--- src/rtl/multdiv_pkg.sv ---
// Shared types and constants for the sequential multiply/divide unit.
package multdiv_pkg;
  localparam int DEFAULT_WIDTH = 32;
  localparam int LATENCY       = DEFAULT_WIDTH + 1;

  typedef enum logic [1:0] {IDLE, MUL, DIV, DONE} state_e;
  typedef enum logic {OP_MUL, OP_DIV} op_e;
endpackage

--- src/rtl/multdiv_counter.sv ---
// Modulo-WIDTH iteration counter with clear/enable and a terminal-count flag.
module multdiv_counter #(
  parameter int WIDTH = 32
) (
  input  logic clock,
  input  logic resetn,
  input  logic clr_i,
  input  logic en_i,
  output logic tc_o
);
  localparam int CW = (WIDTH > 1) ? $clog2(WIDTH) : 1;
  localparam logic [CW-1:0] LAST = CW'(WIDTH - 1);

  logic [CW-1:0] cnt_q, cnt_d;

  always_comb begin
    cnt_d = cnt_q;
    if (clr_i) begin
      cnt_d = '0;
    end else if (en_i) begin
      cnt_d = (cnt_q == LAST) ? '0 : cnt_q + CW'(1);
    end
  end

  always_ff @(posedge clock or negedge resetn) begin
    if (!resetn) begin
      cnt_q <= '0;
    end else begin
      cnt_q <= cnt_d;
    end
  end

  assign tc_o = (cnt_q == LAST);
endmodule

--- src/rtl/multdiv_seq.sv ---
// Sequential signed multiply (radix-2 Booth) and divide (restoring) unit.
// Defining MULTDIV_REMAINDER_EN adds the signed data_remainder output.
module multdiv_seq
  import multdiv_pkg::*;
#(
  parameter int WIDTH = DEFAULT_WIDTH
) (
  input  logic             clock,
  input  logic             resetn,
  input  logic             ctrl_MULT,
  input  logic             ctrl_DIV,
  input  logic [WIDTH-1:0] data_operandA,
  input  logic [WIDTH-1:0] data_operandB,
  output logic [WIDTH-1:0] data_result,
  output logic             data_exception,
  output logic             data_resultRDY,
  output logic             data_busy
`ifdef MULTDIV_REMAINDER_EN
  ,
  output logic [WIDTH-1:0] data_remainder
`endif
);
  localparam logic [WIDTH-1:0] INT_MIN = {1'b1, {(WIDTH-1){1'b0}}};

  state_e           state_q, state_d;
  op_e              start_op;
  logic             last_q, last_d;
  logic             start, iter, tc;
  logic [WIDTH-1:0] a_q, a_d, b_q, b_d;
  logic [2*WIDTH:0] prod_q, prod_d;
  logic [WIDTH-1:0] rem_q, rem_d, quo_q, quo_d;
  logic [WIDTH-1:0] result_q, result_d;
  logic             exc_q, exc_d;
  logic [WIDTH:0]   hi_ext, booth_sum, div_shift, ovf;
  logic [WIDTH-1:0] b_mag;
`ifdef MULTDIV_REMAINDER_EN
  logic [WIDTH-1:0] remout_q, remout_d;
`endif

  function automatic logic [WIDTH-1:0] mag(input logic [WIDTH-1:0] v);
    return v[WIDTH-1] ? -v : v;
  endfunction

  assign start     = (state_q == IDLE) && (ctrl_MULT || ctrl_DIV);
  assign start_op  = ctrl_MULT ? OP_MUL : OP_DIV;
  assign iter      = ((state_q == MUL) || (state_q == DIV)) && !last_q;
  // Booth adder is one bit wider so subtracting INT_MIN cannot overflow.
  assign hi_ext    = {prod_q[2*WIDTH], prod_q[2*WIDTH:WIDTH+1]};
  assign ovf       = prod_q[2*WIDTH:WIDTH];
  assign div_shift = {rem_q, quo_q[WIDTH-1]};
  assign b_mag     = mag(b_q);

  multdiv_counter #(.WIDTH(WIDTH)) u_counter (
    .clock  (clock),
    .resetn (resetn),
    .clr_i  (start),
    .en_i   (iter),
    .tc_o   (tc)
  );

  always_comb begin
    state_d  = state_q;
    last_d   = last_q;
    a_d      = a_q;
    b_d      = b_q;
    prod_d   = prod_q;
    rem_d    = rem_q;
    quo_d    = quo_q;
    result_d = result_q;
    exc_d    = exc_q;
`ifdef MULTDIV_REMAINDER_EN
    remout_d = remout_q;
`endif
    case (prod_q[1:0])
      2'b01:   booth_sum = hi_ext + {a_q[WIDTH-1], a_q};
      2'b10:   booth_sum = hi_ext - {a_q[WIDTH-1], a_q};
      default: booth_sum = hi_ext;
    endcase

    case (state_q)
      IDLE: begin
        if (start) begin
          state_d = (start_op == OP_MUL) ? MUL : DIV;
          last_d  = 1'b0;
          a_d     = data_operandA;
          b_d     = data_operandB;
          prod_d  = {{WIDTH{1'b0}}, data_operandB, 1'b0};
          rem_d   = '0;
          quo_d   = mag(data_operandA);
        end
      end
      MUL, DIV: begin
        if (iter) begin
          last_d = tc;
          if (state_q == MUL) begin
            prod_d = {booth_sum, prod_q[WIDTH:1]};
          end else if (div_shift >= {1'b0, b_mag}) begin
            rem_d = div_shift[WIDTH-1:0] - b_mag;
            quo_d = {quo_q[WIDTH-2:0], 1'b1};
          end else begin
            rem_d = div_shift[WIDTH-1:0];
            quo_d = {quo_q[WIDTH-2:0], 1'b0};
          end
        end else begin
          // Extra cycle after the last iteration: sign fixup and exception flags.
          state_d = DONE;
          last_d  = 1'b0;
          if (state_q == MUL) begin
            result_d = prod_q[WIDTH:1];
            exc_d    = !((&ovf) || !(|ovf));
`ifdef MULTDIV_REMAINDER_EN
            remout_d = '0;
`endif
          end else if (b_q == '0) begin
            result_d = '0;
            exc_d    = 1'b1;
`ifdef MULTDIV_REMAINDER_EN
            remout_d = a_q;
`endif
          end else if ((a_q == INT_MIN) && (b_q == '1)) begin
            result_d = INT_MIN;
            exc_d    = 1'b1;
`ifdef MULTDIV_REMAINDER_EN
            remout_d = '0;
`endif
          end else begin
            result_d = (a_q[WIDTH-1] ^ b_q[WIDTH-1]) ? -quo_q : quo_q;
            exc_d    = 1'b0;
`ifdef MULTDIV_REMAINDER_EN
            remout_d = a_q[WIDTH-1] ? -rem_q : rem_q;
`endif
          end
        end
      end
      DONE:    state_d = IDLE;
      default: state_d = IDLE;
    endcase
  end

  always_ff @(posedge clock or negedge resetn) begin
    if (!resetn) begin
      state_q  <= IDLE;
      last_q   <= 1'b0;
      a_q      <= '0;
      b_q      <= '0;
      prod_q   <= '0;
      rem_q    <= '0;
      quo_q    <= '0;
      result_q <= '0;
      exc_q    <= 1'b0;
`ifdef MULTDIV_REMAINDER_EN
      remout_q <= '0;
`endif
    end else begin
      state_q  <= state_d;
      last_q   <= last_d;
      a_q      <= a_d;
      b_q      <= b_d;
      prod_q   <= prod_d;
      rem_q    <= rem_d;
      quo_q    <= quo_d;
      result_q <= result_d;
      exc_q    <= exc_d;
`ifdef MULTDIV_REMAINDER_EN
      remout_q <= remout_d;
`endif
    end
  end

  assign data_result    = result_q;
  assign data_exception = exc_q;
  assign data_resultRDY = (state_q == DONE);
  assign data_busy      = (state_q != IDLE);
`ifdef MULTDIV_REMAINDER_EN
  assign data_remainder = remout_q;
`endif
endmodule

--- config.mk ---
export PLATFORM = sky130hd
export DESIGN_NAME = multdiv_seq
export DESIGN_NICKNAME = d
export VERILOG_FILES = /design/src/rtl/multdiv_pkg.sv /design/src/rtl/multdiv_counter.sv /design/src/rtl/multdiv_seq.sv
export SDC_FILE = /design/constraint.sdc
export NUM_CORES = 1
export LEC_CHECK = 0
export ABC_CLOCK_PERIOD_IN_PS = 4450
export BUFFER_PORTS_ARGS = -buffer_cell sky130_fd_sc_hd__buf_2
export CAP_MARGIN = 30
export CORE_MARGIN = 2
export CORE_UTILIZATION = 40
export DETAILED_ROUTE_END_ITERATION = 16
export PLACE_DENSITY = 0.69
export SETUP_SLACK_MARGIN = 0.2
export SYNTH_ARGS = -nofsm -noshare
export SYNTH_HDL_FRONTEND = slang
export SYNTH_SLANG_ARGS = --single-unit
--- constraint.sdc ---
create_clock -name clock -period 4.45 [get_ports clock]
set_clock_uncertainty 0.1 [all_clocks]
set_input_delay 0.445 -clock clock [delete_from_list [all_inputs] [get_ports clock]]
set_output_delay 0.445 -clock clock [all_outputs]
set_load 0.05 [all_outputs]
==> out/results.txt <==
Post-synth ARST share - 1.00
Min cycle time layout - 4.86 ns
Synth Instances - 1990
Area grow syn2layout - 20.5%
Internal Power - 8.84 mW
Pins over their slew limit - 0
Sw frac - 0.499
Die height - 206 um
R2R setup slack - -0.41 ns
Nets@finish - 2310
Avg Inst Size Synth - 8.22 um2
Combinational power share - 0.637
Critical path type - flip-flop to flip-flop
Initial drt markers - 1202
Synth unique cells - 82
Crit path from - b_q[11]
Top-count cell post-synth - nand2_1
CP Data Required Time - 4.79 ns
Vias - 15.7k
RePlAce Congestion - 0.939
Max rail drop VDD - 509 uV
Max stage delay cell, worst path - or4_4
Slew @ Worst Pin - 0.976 ns
Sequential power share - 0.221
Setup violators final - 33
Longest Clk Path Bufs - 3
RR Startpoint - b_q[11]
Number of synthesized flops with an enable pin - 0
Max-slew headroom - 0.349
NetSw - 8.79 mW
DRC Markers - 0
Final wirelength - 51.7 mm
Clock buffer count from CTS - 27
Pre-Repair DR Iteration Count - 6
Clock transition at the registers of the reported paths - 0.06 ns
Outcome - finished with violations
Layout cells sized above 1 - 0.168
Die Area - 42500 um2
RSZ-0062 raised after global routing - yes
Initial antenna violation count - 1
Root buf cell - clkbuf_16
Synth Cell Area - 16400 um2
FP Rows - 74
Total core area - 40600 um2
Clock Sinks - 234
Commonest cells post-synth - nand2_1, dfrtp_1, o21ai_0, a21oi_1, nor2_1
Vias in the first global route - 14.7k
Post-route insts no fill - 2716
CP Capture Type - flip-flop
Final Hold Viols - 0
Crit path largest cell delay - 0.53 ns
Post-synth top area cell - dfrtp_1
Global route total overflow - 0
End of the critical path - rem_q[8]
Worst-Skew Late Latency - 0.57 ns
Synth Warn # - 0
Synth Register Bits - 234
PwrDens - 894 nW/um2
I/O pins - 103
Largest net degree at the start of global routing - 89
CP Cell Sequence - or4_4 -> or3_4 -> nor3_4 -> nand2b_1 -> or2_4 -> or3_4 -> o41ai_2 -> xor2_1 -> ha_1 -> inv_2 -> o21ba_2 -> o31ai_2 -> a21o_1 -> a21oi_2 -> a21oi_2 -> buf_4 -> a21o_4 -> buf_12 -> mux2i_1 -> o21ai_1
Diodes inserted - 0
Synth top area cells - dfrtp_1, nand2_1, o21ai_0, ha_1, xor2_1
Die X - 206 um
Clock power frac - 0.142
Antenna-violating nets left - 0
Crit path DAT - 5.21 ns
Top FF cell, synth - dfrtp_1
H-tree depth - 1
CTS tree - built
Vias/cell - 5.78
Final worst slack - -0.415 ns
Hold crit path type - input pin to flip-flop
WL/cell - 19.0 um
Starting Density - 0.403
Reg2Reg Depth - 20
Hpwl dp - 38.2 mm
First-pass GRT wire length - 80.5 mm
Place WS - -0.499 ns
Inst Count DP - 2630
GRT Total Usage - 0.239
Leak pwr - 8.97 nW
Post-synthesis sequential area ratio - 0.358
F_max - 0.206 GHz
Top-area cell type share of the netlist area - 0.358
Violated checks - negative setup slack
Startpoint Class - flip-flop
R2r endpoint - rem_q[8]
Crit Path Max Fanout - 6
Mapped Nets - 2137
Total of max-cap violations - 0
Hold WS - 0.0245 ns
Port Buffer Count - 102
Period utilization - 1.09
==> area by class of cell <==
class	instances	area, um2
fill	3846	20900
inverter	48	180
sequential	234	5860
tap	532	666
clock inverter	12	199
clock buffer	38	797
multi-input combinational	1603	10200
timing repair buffer	249	1780
==> cells by family (layout without fill, tap and decap cells) <==
group	count (synthesis)	count (layout)	synth area share
adder cells (fa/ha/maj)	79	79	0.0613
AND/OR/NAND/NOR	734	734	0.203
multiplexers	65	65	0.0398
XOR/XNOR	165	165	0.0883
buffers and inverters	153	347	0.0361
flip-flops	234	234	0.358
AO/OA/AOI/OAI	560	560	0.214
==> per-stage QoR <==
step	total power, mW	util	setup TNS [ns]	area, um2
2_1_floorplan	11.2	-	-3.55	16400
3_3_place_gp	14.3	0.444	-10.06	18000
3_5_place_dp	14.6	0.445	-13.73	18100
4_1_cts	17.3	0.479	-10.15	19500
5_1_grt	19.0	0.485	-18.61	19700
6_report	17.6	0.485	-12.01	19700
==> cell usage in the layout (no fill, tap or decap), types with 11 or more instances in the layout <==
cell type and instances:
nand2_1 409, dfrtp_1 233, o21ai_0 176, a21oi_1 133
buf_4 115, nor2_1 111, buf_2 101, xor2_1 94
ha_1 67, xnor2_1 64, mux2i_1 64, inv_1 47
o31ai_1 31, nor3_1 30, nand4_1 30, clkbuf_16 28
o21ai_1 27, nand3_1 24, dlygate4sd3_1 24, nor4_1 21
a21o_1 20, a22oi_1 19, or3_1 15, o41ai_1 14
a31oi_1 12, nand2b_1 11
==> state kept, by name (all words and copies together) (netlist names) <==
register / flops
prod_q: 65
a_q: 32
b_q: 32
data_result: 32
quo_q: 32
rem_q: 32
u_counter.cnt_q: 5
state_q: 2
data_exception: 1
last_q: 1
==> worst min-delay path by stage <==
stage	startpoint	endpoint	slack, ns	cells past startpoint
3_5_place_dp	data_result[7]	data_result[7]	0.36	2
3_3_place_gp	data_result[10]	data_result[10]	0.36	2
4_1_cts	data_operandB[4]	b_q[4]	0.0003	3
2_1_floorplan	resetn	a_q[0]	0.05	0
6_report	data_operandB[24]	b_q[24]	0.02	3
5_1_grt	data_operandB[4]	b_q[4]	0.006	3
==> layer usage <==
| layer | vias up | global-route usage | wire length [um] |
|---|---|---|---|
| li1 | 7431 | - | - |
| met1 | 7667 | 0.333 | 23100 |
| met2 | 500 | 0.382 | 23900 |
| met3 | 89 | 0.0399 | 3290 |
| met4 | 2 | 0.0640 | 1330 |
| met5 | - | 0 | 14 |
==> power by group through the flow <==
stage,combinational (mW),clock [mW],sequential [mW]
2_1_floorplan,7.63,0,3.59
4_1_cts,10.9,2.53,3.85
6_report,11.2,2.50,3.90
3_5_place_dp,10.8,0,3.86
5_1_grt,12.4,2.63,3.99
3_3_place_gp,10.4,0,3.83
==> critical path: cells and delay by family, from the launching register on <==
kind                     cells  cell delay, ns
adder cells (fa/ha/maj)      1            0.28
buffers and inverters        3            0.42
AO/OA/AOI/OAI                8            1.36
XOR/XNOR                     1            0.22
flip-flops                   1            0.37
multiplexers                 1            0.16
AND/OR/NAND/NOR              6            1.81
==> timing repair <==
| action | 4_1_cts | 5_1_grt |
|---|---|---|
| pin swaps | 5 | 38 |
| hold buffers | 24 | 0 |
| gates resized for setup | 23 | 45 |
| gates cloned | 1 | 1 |
| hold endpoints to repair | 108 | 0 |
| setup endpoints to repair | 37 | 38 |
| buffers inserted | 3 | 7 |
(Power assumes the default switching activity.)
